## src/rtl/key_edge_detect.sv

```systemverilog
// Key pin synchroniser with power-up inhibit, one-cycle press/release pulses
// and a post-pulse lockout that suppresses contact bounce.
module key_edge_detect #(
  parameter logic [15:0] T1MS    = 16'd49_999,
  parameter logic [12:0] T100US  = 13'd4_999,
  parameter logic [3:0]  LOCK_MS = 4'd10
) (
  input  logic CLK,
  input  logic RSTn,
  input  logic Pin_In,
  output logic H2L_Sig,
  output logic L2H_Sig,
  output logic Key_Level,
  output logic Ready
);

  typedef enum logic [1:0] {
    INIT = 2'd0,
    IDLE = 2'd1,
    LOCK = 2'd2
  } state_t;

  state_t      state_reg, state_next;
  logic        s1_reg, s2_reg;
  logic [12:0] count100_reg, count100_next;
  logic [15:0] count1_reg, count1_next;
  logic [3:0]  count_ms_reg, count_ms_next;
  logic        key_level_reg, key_level_next;
  logic        ready_reg, ready_next;
  logic        h2l_reg, h2l_next;
  logic        l2h_reg, l2h_next;

  // Two-flop synchroniser; idle-high reset value matches an untouched key.
  always_ff @(posedge CLK or negedge RSTn) begin
    if (!RSTn) begin
      s1_reg <= 1'b1;
      s2_reg <= 1'b1;
    end else begin
      s1_reg <= Pin_In;
      s2_reg <= s1_reg;
    end
  end

  always_ff @(posedge CLK or negedge RSTn) begin
    if (!RSTn) begin
      state_reg     <= INIT;
      count100_reg  <= '0;
      count1_reg    <= '0;
      count_ms_reg  <= '0;
      key_level_reg <= 1'b1;
      ready_reg     <= 1'b0;
      h2l_reg       <= 1'b0;
      l2h_reg       <= 1'b0;
    end else begin
      state_reg     <= state_next;
      count100_reg  <= count100_next;
      count1_reg    <= count1_next;
      count_ms_reg  <= count_ms_next;
      key_level_reg <= key_level_next;
      ready_reg     <= ready_next;
      h2l_reg       <= h2l_next;
      l2h_reg       <= l2h_next;
    end
  end

  // Counters default to zero so any state that does not use them keeps them cleared;
  // pulses default to zero so each one lasts a single cycle.
  always_comb begin
    state_next     = state_reg;
    count100_next  = '0;
    count1_next    = '0;
    count_ms_next  = '0;
    key_level_next = key_level_reg;
    ready_next     = ready_reg;
    h2l_next       = 1'b0;
    l2h_next       = 1'b0;

    case (state_reg)
      INIT: begin
        if (count100_reg == T100US) begin
          ready_next     = 1'b1;
          key_level_next = s2_reg;
          state_next     = IDLE;
        end else begin
          count100_next = count100_reg + 13'd1;
        end
      end

      IDLE: begin
        if (s2_reg != key_level_reg) begin
          key_level_next = s2_reg;
          state_next     = LOCK;
          h2l_next       = ~s2_reg;
          l2h_next       = s2_reg;
        end
      end

      LOCK: begin
        if (count1_reg == T1MS) begin
          if (count_ms_reg == LOCK_MS - 4'd1) begin
            state_next = IDLE;
          end else begin
            count_ms_next = count_ms_reg + 4'd1;
          end
        end else begin
          count1_next   = count1_reg + 16'd1;
          count_ms_next = count_ms_reg;
        end
      end

      default: state_next = INIT;
    endcase
  end

  assign H2L_Sig   = h2l_reg;
  assign L2H_Sig   = l2h_reg;
  assign Key_Level = key_level_reg;
  assign Ready     = ready_reg;

endmodule

```

## config.mk

```make
export PLATFORM = sky130hd
export DESIGN_NAME = key_edge_detect
export DESIGN_NICKNAME = d
export VERILOG_FILES = /design/src/rtl/key_edge_detect.sv
export SDC_FILE = /design/constraint.sdc
export NUM_CORES = 1
export LEC_CHECK = 0
export CAP_MARGIN = 20
export CORE_MARGIN = 10
export CORE_UTILIZATION = 45
export DETAILED_ROUTE_END_ITERATION = 10
export PLACE_DENSITY = 0.59
export SYNTH_ARGS = -nofsm -noshare
export SYNTH_HDL_FRONTEND = slang
export SYNTH_SLANG_ARGS = --single-unit
```

## constraint.sdc

```tcl
create_clock -name CLK -period 1.9 [get_ports CLK]
set_input_delay 0.57 -clock CLK [delete_from_list [all_inputs] [get_ports CLK]]
set_output_delay 0.57 -clock CLK [all_outputs]
set_load 0.005 [all_outputs]
```

### Word level (Yosys, flattened, before mapping)

Index checks and enable logic that the tools add are counted.

| storage, ports and cells | value |
|---|---|
| flip-flop bits (word level) | 41 |
| RAM bits | 0 |
| memories kept | 0 |
| bits in read-only memories | 0 |
| input port bits | 3 |
| logic and storage cells | 48 |
| output and inout bits | 4 |
| bits in latches | 0 |

| cells by class | value |
|---|---|
| bitwise logic cells | 1 |
| multiplexer cells | 19 |
| magnitude comparators | 0 |
| reduce and logical (&&, ||, !) cells | 5 |
| div/mod/pow operators | 0 |
| shift operators | 0 |
| equality and inequality tests | 10 |
| multipliers | 0 |
| $add $sub $neg | 3 |

Operator list:

| kind | count |
|---|---|
| 16-bit 2-to-1 mux | 2 |
| 13-bit 2-to-1 mux | 2 |
| 16-bit by 1-bit adder with 16-bit output (second input constant) | 1 |
| 16-bit equality test (second input constant) | 1 |
| 13-bit by 1-bit adder with 13-bit output (second input constant) | 1 |
| 13-bit equality test (second input constant) | 1 |
| 4-bit 2-to-1 mux | 3 |
| 2-bit 2-to-1 mux | 4 |
| 2-bit inequality test (second input constant) | 4 |
| 1-bit 2-to-1 mux | 6 |
| 2-bit one-hot mux with 3 select lines | 1 |
| 4-bit by 1-bit adder with 4-bit output (second input constant) | 1 |
| 4-bit equality test (second input constant) | 1 |
| 4-bit AND reduction | 1 |
| 3-bit AND reduction | 1 |
| 2-bit by 1-bit equality test with 1-bit output (second input constant) | 1 |
| 2-bit equality test (second input constant) | 1 |
| 2-bit logical NOT | 1 |
| 1-bit one-hot mux with 2 select lines | 1 |
| 2-bit AND reduction | 1 |
| 2-bit nonzero test | 1 |
| 1-bit inequality test | 1 |
| 1-bit NOT | 1 |

### Logic depth before layout (Yosys ltp)

| logic depth | value |
|---|---|
| depth after elaboration | 4 |
| mapped depth | 6 |
| mapped depth without buffers | 6 |

### Worst setup path after synthesis

OpenSTA, ideal clock, no wires.

| timing | value |
|---|---|
| path kind | reg2reg |
| start | register count100_reg[10] |
| end | register count100_reg[10] |
| slack | 0.222 ns |
| arrival | 1.560 ns |
| data required time | 1.781 ns |
| stages on the path, launching flop included | 6 |
| path buffers | 1 |
| period minus slack after synthesis | 1.678 ns |
| setup time | 0.119 ns |
| path through | dfrtp_1 -> or4b_1 -> nor4_2 -> nand2b_2 -> buf_6 -> nor2_1 |

| between the ends | value |
|---|---|
| cells in the longest elaborated chain, start to end | 3 |

RTL lines:

| item | RTL line | text |
|---|---|---|
| start: declaration | 25 | `logic [12:0] count100_reg, count100_next;` |
| start signal: assignment | 56 | `count100_reg <= count100_next;` |
| 13-bit by 1-bit adder with 13-bit output or 13-bit equality test (tied branches) | 85, 80 |  |
| 13-bit 2-to-1 mux (*) | 80 | `if (count100_reg == T100US) begin` |
| 13-bit 2-to-1 mux (*) | 78 | `case (state_reg)` |
| net count100_next[10] | 25 |  |

The timed path passes the listed nets; every way through them passes the cells marked *.
A chain may end at the register's enable or synchronous reset.

### Final worst setup path

| timing | value |
|---|---|
| start | register count100_reg[10] |
| end | register count100_reg[5] |

| between the ends | value |
|---|---|
| cells in the longest elaborated chain, start to end | 3 |

RTL lines:

| item | RTL line |
|---|---|
| 13-bit equality test | 80 |
| 13-bit 2-to-1 mux | 80 |
| 13-bit 2-to-1 mux | 78 |
| net count100_next[5] | 25 |

The timed path passes the listed nets, and every way through them passes these cells.

==> results.yml <==
clock_network:
  insertion_delay_ns: 0.29
  cts-root-buf: "clkbuf_8"
  cts_tree: "done"
  clock_sinks: 41
  htree_levels: 2
  cts_buffers: 5
  cts.path.max_buffers: 2
  cts_setup_buffers: 0
  path_clk_slew_ns: 0.08
die:
  ioPinCount: 7
  core_area_mm2: 0.00412
  die-area_mm2: 0.00741
  rows: 23
  die_h_um: 86.1
  die_w_um: 86.1
  start_util_pct: 47.8
sta:
  post-route-period-util_pct: 92.3
  tightest_slew_ns: 0.519
  slew_viol_final: 0
  relSlewSlack_pct: 65.0
  rsz0062_at_grt: "no"
  setup_violations: 0
  fmax_ghz: 0.570
  tns_ns: 0
  fin_worst_skew_ns: 0.00829
  period_needed_ns: 1.75
  hold_violations: 0
synth:
  synth.area.top_cells: "dfrtp_1 (48%), xnor2_1 (7.6%), nor2_1 (6.1%)"
  ys_async_sr_fraction_pct: 100
  synth_edf_count: 0
  post-synth-top-count-cell: "dfrtp_1"
  synth_ff_type: "dfrtp_1"
  seq_area_frac_synth_pct: 52.4
  synth.distinct_cells: 37
  synth_top_area_cell: "dfrtp_1"
  ys_ff_latch: 41
  syn-num-nets: 203
  avgSynthCellArea_um2: 10.1
  yosysWarnings: 0
  synth_top_area_share_pct: 48.3
  synthCells: 194
  yosys-top-cells-count: "dfrtp_1 (38), nor2_1 (32), xnor2_1 (17), inv_1 (12)"
  syn_area_mm2: 0.00197
critical_path:
  crit_path_cell_trace: "or4b_1 > nor4_2 > nand2b_4 > nor2_1"
  required_ns: 2.08
  path_max_fanout: 12
  critical-path-top-delay-family: "simple AND/OR/NAND/NOR gates"
  critPathCaptureType: "register"
  critPathMaxStageDelay_ns: 0.54
  crit_arrival_ns: 1.93
  cpMaxStageDelayCell: "or4b_1"
  startpoint_type: "register"
  critPathKind: "reg -> reg"
  crit_buf_inv: 0
placed_design:
  dp_cells: 252
  globalplace.congestion: 0.851
  hpwl_um: 2550
  port_buffers: 6
finish:
  fin_nets: 218
  area_growth_pct: 12.7
  largest_reg_flops: 16
  drive_gt1_share_pct: 11.0
  stdcell_count: 260
  antenna_cells: 0
global_routing:
  grt_overflow: 0
  grt_use_total_pct: 10.5
  grt_start_max_net_pins: 42
  first_global_vias: 1422
  grt_pass1_wl_um: 6330
  antenna_found_initial: 0
detailed_routing:
  finalWirelength_um: 3550
  drt_pass1_iterations: 4
  drc_errors: 0
  antenna_left: 0
  routed_via_density: 5.31
  wl_per_cell_um: 13.6
  vias: 1381
  drt_iter0_markers: 70
min_path:
  worst_hold_path_type: "in -> async"
pwr:
  p_per_area_mw_per_mm2: 684
  leakagePower_nw: 0.929
  peakVddDrop_mv: 0.323
run_status:
  status: "completed"
job:
  cap_violations: 0
[area by class of cell]
| type | instances | area [um^2] |
|---|---|---|
| Tap cell | 50 | 62.6 |
| Inverter | 12 | 45.0 |
| Timing Repair Buffer | 11 | 91.3 |
| Clock inverter | 1 | 5.00 |
| Clock buffer | 7 | 96.3 |
| Multi-Input combinational cell | 138 | 886 |
| Sequential cell | 41 | 1030 |
| Fill cell | 379 | 1900 |
[per-stage QoR]
stage,hold WS (ns),instance area [um^2],utilization [%],setup slack (ns),power (W)
after floorplan,0.274,1970,-,0.222,0.000896
after global placement,0.347,2100,51.0,0.140,0.000918
after detailed placement,0.351,2100,51.0,0.0766,0.000919
after CTS,0.340,2200,53.4,0.0256,0.00155
after global routing,0.367,2220,53.8,0.0336,0.00159
final,0.333,2220,53.8,0.147,0.00152
[routing by layer]
layer	GRT usage, %	vias to the layer above	wire length, um
met5	0	-	0
li1	-	695	-
met1	12.3	670	1680
met3	3.50	5	107
met4	4.79	0	64
met2	16.8	11	1690
[placed cells by master (no fill, tap or decap), types with 2 or more instances in the layout]
master,n
nand2b_1,2
nor2_1,32
and3_1,5
clkdlybuf4s50_1,4
o21ai_0,5
buf_4,5
inv_1,12
nand4_1,8
or3_1,3
ha_1,6
nor3_1,8
nor4_1,4
a21oi_1,3
nand2_1,10
xor2_1,5
dfrtp_1,38
xnor2_1,17
o211ai_1,2
nand3_1,10
and2_1,2
dfstp_2,3
clkbuf_8,7
[power breakdown]
part	internal [W]	switching, W	leakage (nW)
Combinational	0.00000499	0.0000186	0.326
Clock	0.000328	0.000288	0.0542
Sequential	0.000876	0.000000865	0.548
Total	0.00121	0.000308	0.929
[kinds of logic after synthesis]
logic type                 Yosys count  share of synthesized area (%)
and+or+nand+nor                     92                           24.0
DFF                                 41                           52.4
xor gates and xnor gates            22                           9.80
AOI/OAI and AO/OA                   16                           5.41
buffers and inverters               15                           3.50
adders and majority gates            6                           3.82
muxes                                2                           1.08
[final timing paths]
check	from	to	slack [ns]	cells past startpoint
worst max-delay path	count100_reg[10]$_DFF_PN0_	count100_reg[5]$_DFF_PN0_	0.15	4
worst min-delay path	RSTn	count1_reg[3]$_DFF_PN0_	0.33	2
worst max register to register	count100_reg[10]$_DFF_PN0_	count100_reg[5]$_DFF_PN0_	0.15	4
worst min register to register	s1_reg$_DFF_PN1_	s2_reg$_DFF_PN1_	0.36	0
max in group asynchronous	RSTn	s1_reg$_DFF_PN1_	1.19	2
min in group CLK	s1_reg$_DFF_PN1_	s2_reg$_DFF_PN1_	0.36	0
[repair_timing]
action | 4_1_cts | 5_1_grt
endpoints found under the setup margin | 1 | 8
hold buffers | 0 | 0
gates resized for setup | 1 | 3
No activity file was read; power rests on OpenSTA's default activity.
==> edit 1, RTL diff (config.mk and constraints unchanged) <==
Encoding of `state_t`: now one-hot (3 bits for 3 states).
--- a/src/rtl/key_edge_detect.sv
+++ b/src/rtl/key_edge_detect.sv
@@ -16,6 +16,6 @@
 
-  typedef enum logic [1:0] {
-    INIT = 2'd0,
-    IDLE = 2'd1,
-    LOCK = 2'd2
+  typedef enum logic [2:0] {
+    INIT = 3'b001,
+    IDLE = 3'b010,
+    LOCK = 3'b100
   } state_t;
Behaviour: no difference found for any inputs over 10 cycles, from zero or initial values and one cycle with RSTn low; not proved beyond that.
==> edit 1 against the original RTL <==
  * Cell area is 4.1% higher
  * Clock power is 5.4% lower
  * Routed wire length is 2.9% higher
  * Setup slack worse by 0.072 ns
  * Combinational power is 12% higher
  * Sequential cell count is 1 higher
  * Final cell count is 5.0% higher
  * Via count is 4.7% higher
  * Area after synthesis is 3.0% higher
  * Total power is 0.64% lower
  * Largest power group unchanged
==> edit 1: results <==
[outcome]
outcome = complete, no violations

[critical_path]
critPathArrivalTime_ns = 2.04
crit_path_top_delay_cell = or4_4
crit_path_max_fanout = 3
slowest_delay_ns = 0.57
critPathTopFamily = simple AND/OR/NAND/NOR gates

[global_routing]
grt_max_degree = 24
antenna_found_initial = 0
grt_use_total_pct = 10.6
grt_pass1_vias = 1457
grt_pass1_wl_um = 6730
grt_overflow = 0

[pwr]
peakVddDrop_mv = 0.517
p_leak_nw = 0.953

[logic_synthesis]
synth_common_cells = dfrtp_1, nor2_1, xnor2_1, nand3_1, nand2_1
yosysUniqueCellTypes = 37
synthAdderAreaFrac_pct = 3.71
synth_compound_area_share_pct = 6.79
yosys-mux-area-fraction_pct = 0.494
synth.area.top_cells = dfrtp_1, xnor2_1, dfstp_2
ys_seq_area_share_pct = 52.1
synth_nets = 210
synth_area_per_cell_um2 = 10.1
ys_warn_count = 0
synth_xor_area_share_pct = 8.65

[routing]
drt_iter0_drc = 53
via_count = 1446
wirelength_um = 3650

[place]
place_area_um2 = 2190
gp_congestion = 0.838
pre_cts_slack_ns = 0.0203
place_inst = 262
dp_hpwl_um = 2630
io_buffer_count = 6

[final_layout]
largest_register_ffs = 16
instances_no_fill = 273
nFillCells = 412
antenna_cells = 0
layout-drive-gt1-share_pct = 12.7
fin_nets = 229
seq_area_um2 = 1060

[clock_tree]
max-clock-path-buffers = 2
cts_buffers = 5
cts_root_buf = clkbuf_8

[sta]
relSlewSlack_pct = 67.9
finalHoldViolCount = 0
clock-skew-final_ns = 0.00596

[worst_hold_path]
holdCritPathClass = in2async
[edit 1: what timing repair did]
item	in CTS	in global routing
pin swaps	0	3
endpoints found under the setup margin	1	1
resized for setup	1	1
buffers inserted	0	3
hold buffers	0	0
[edit 1: layout make-up]
| cell class | count | area share, % |
|---|---|---|
| timing repair buffer | 16 | 6.13 |
| inverter | 10 | 1.63 |
| clock buffer | 7 | 3.74 |
| tap | 52 | 2.82 |
| clock inverter | 1 | 0.217 |
| multi-input combinational | 145 | 39.7 |
| sequential | 42 | 45.8 |
[edit 1: worst paths after layout]
| path | startpoint | to | slack, ns |
|---|---|---|---|
| worst max-delay path | count100_reg[6] | Key_Level | 0.07 |
| worst min-delay path | RSTn | count1_reg[12] | 0.23 |
| worst max register to register | count100_reg[6] | Key_Level | 0.07 |
| worst min register to register | s1_reg | s2_reg | 0.36 |
| max in group asynchronous | RSTn | s1_reg | 1.11 |
| min in group CLK | s1_reg | s2_reg | 0.36 |
[edit 1: metal layers]
metal | global-route usage, % | up-vias | routed length, µm
met3 | 3.00 | 2 | 119
li1 | - | 741 | -
met2 | 16.9 | 21 | 1770
met4 | 3.33 | 0 | 22
met1 | 13.6 | 682 | 1740
met5 | 0 | - | 0
[edit 1: power breakdown]
part	switching (mW)	leakage, nW	internal (mW)	total (mW)
combinational	0.0188	0.342	0.00767	0.0265
sequential	0.000885	0.563	0.897	0.898
clock	0.289	0.0482	0.293	0.583
[edit 1: logic make-up after synthesis]
kind of cell | Yosys count
buffers and inverters | 14
AOI/OAI and AO/OA | 22
adders and majority gates | 6
DFF | 42
and+or+nand+nor | 96
muxes | 1
xor gates and xnor gates | 20
[edit 1: worst register-to-register path, delay by kind of cell (launching register included)]
family / cells / cell delay [ns]
DFF: 1 / 0.40
muxes: 1 / 0.18
and+or+nand+nor: 3 / 1.18
==> edit 2, RTL diff (config.mk and constraints unchanged) <==
Made on the original files. `T1MS`: 16'd49_999 -> 16'd37499.
--- a/src/rtl/key_edge_detect.sv
+++ b/src/rtl/key_edge_detect.sv
@@ -3,3 +3,3 @@
 module key_edge_detect #(
-  parameter logic [15:0] T1MS    = 16'd49_999,
+  parameter logic [15:0] T1MS    = 16'd37499,
   parameter logic [12:0] T100US  = 13'd4_999,
Function: same outputs for any inputs over 10 cycles, from zero or initial values and one cycle with RSTn low; that may be too few to reach the edited logic, so the function may still have changed.
==> edit 2 against the original RTL <==
  * Final cell count rose by 8.1%
  * Largest power group unchanged
  * Cell area up 8.3%
  * Setup slack lost 0.26 ns
  * First-iteration DRC count is 50% lower
  * The flow now finishes with violations (negative setup slack)
  * Sequential power hardly changed
  * Via count is 7.0% higher
  * Sequential cell count is the same
  * Hold slack got worse by 0.0052 ns
  * Global-route usage grew 0.53 points
  * Total power increased by 5.5%
  * Routed wire length is 7.1% higher
  * Area after synthesis rose by 0.51%
  * Critical path depth is the same
  * Non-clock buffer count up 18
==> edit 2: results <==
[clock_tree]
cts_root_buf = clkbuf_8
cts_buffers = 5
clock_latency_ns = 0.29
max-clock-path-buffers = 2
clkTransAtPathRegs_ns = 0.08

[final_layout]
largest_register_ffs = 16
layout-drive-gt1-share_pct = 19.2
fin_nets = 237
antenna_cells = 0
nFillCells = 374

[global_routing]
grt_use_total_pct = 11.0
grt_pass1_vias = 1573
grt_pass1_wl_um = 6730
grt_max_degree = 42

[logic_synthesis]
yosysUniqueCellTypes = 38
synth.area.top_cells = dfrtp_1, xnor2_1, nor2_1
synth_common_cells = dfrtp_1, nor2_1, xnor2_1, nand3_1, inv_1
synth_nets = 203
ys_warn_count = 0
ys_seq_area_share_pct = 52.1

[worst_hold_path]
holdCritPathClass = in2async

[sta]
setup_ws_ns = -0.110
relSlewSlack_pct = 65.8
setup_viol = 20
hold_ws_ns = 0.328
clock-skew-final_ns = 0.0109
tns_ns = -1.14

[critical_path]
crit_path_max_fanout = 4
critPathArrivalTime_ns = 2.19

[pwr]
peakVddDrop_mv = 0.555
switchingPower_mw = 0.326
p_leak_nw = 1.03

[place]
dp_hpwl_um = 2780
io_buffer_count = 6
gp_congestion = 0.840

[outcome]
outcome = finished, violations left
violations = negative setup slack

[routing]
wirelength_um = 3800
drt_iter0_drc = 35
viasPerCell = 5.26
drc = 0
first_pass_iters = 4
-- edit 2: cell families after synthesis --
group	Yosys count	synth area share, %
multiplexers	2	1.27
XOR/XNOR	24	10.6
buffers and inverters	13	2.91
adder cells (fa/ha/maj)	6	3.80
AND/OR/NAND/NOR	96	25.3
AO/OA/AOI/OAI	12	4.05
flip-flops	41	52.1
-- edit 2: final cells by class --
type                    instances  area share (%)
clock buffers                   5            2.87
clock inverters                 3            1.93
inverters                      11            1.72
multi-input cells             140            37.7
flip-flops and latches         41            42.9
well taps                      52            2.71
repair buffers                 29            10.1
-- edit 2: routing by layer --
metal | routed length (µm) | GRT usage (%)
met5 | 0 | 0
met4 | 47 | 4.42
met3 | 143 | 3.66
met2 | 1960 | 19.9
met1 | 1650 | 11.4
-- edit 2: final timing paths --
| kind | startpoint | end | cells after the start |
|---|---|---|---|
| setup / recovery | count1_reg[13] | count_ms_reg[0] | 4 |
| hold reg to reg | s1_reg | s2_reg | 0 |
| min in group CLK | s1_reg | s2_reg | 0 |
| hold / removal | RSTn | count100_reg[9] | 2 |
| setup reg to reg | count1_reg[13] | count_ms_reg[0] | 4 |
| max in group asynchronous | RSTn | Key_Level | 2 |
-- edit 2: power groups by stage --
| stage | logic, mW | registers (mW) | clock network (mW) |
|---|---|---|---|
| finish | 0.0233 | 0.877 | 0.700 |
| global route | 0.0280 | 0.877 | 0.764 |
| CTS | 0.0251 | 0.877 | 0.721 |
| detailed placement | 0.0251 | 0.894 | 0 |
| global placement | 0.0243 | 0.894 | 0 |
| floorplan | 0.00243 | 0.894 | 0 |
-- edit 2: what timing repair did --
item                       CTS  global route
hold buffers                 0             0
pin swaps                    3             3
cloned                       0             0
setup buffers                2             2
resized for setup            3             4
setup endpoints to repair   19            33
-- edit 2: per-stage QoR --
step	util (%)	std cells	instance area (µm²)	power, mW	setup slack (ns)
2_1_floorplan	-	194	1980	0.896	-0.152
3_3_place_gp	52.1	269	2240	0.918	-0.0865
3_5_place_dp	52.1	269	2240	0.919	-0.102
4_1_cts	55.2	279	2370	1.62	-0.110
5_1_grt	55.9	281	2400	1.67	-0.148
6_report	55.9	281	2400	1.60	-0.110
-- edit 2: critical path: stages (launching register included) --
cell,delay [ns]
dfrtp_1,0.38
or4b_4,0.53
or4_4,0.59
nand2_4,0.10
mux2_4,0.29
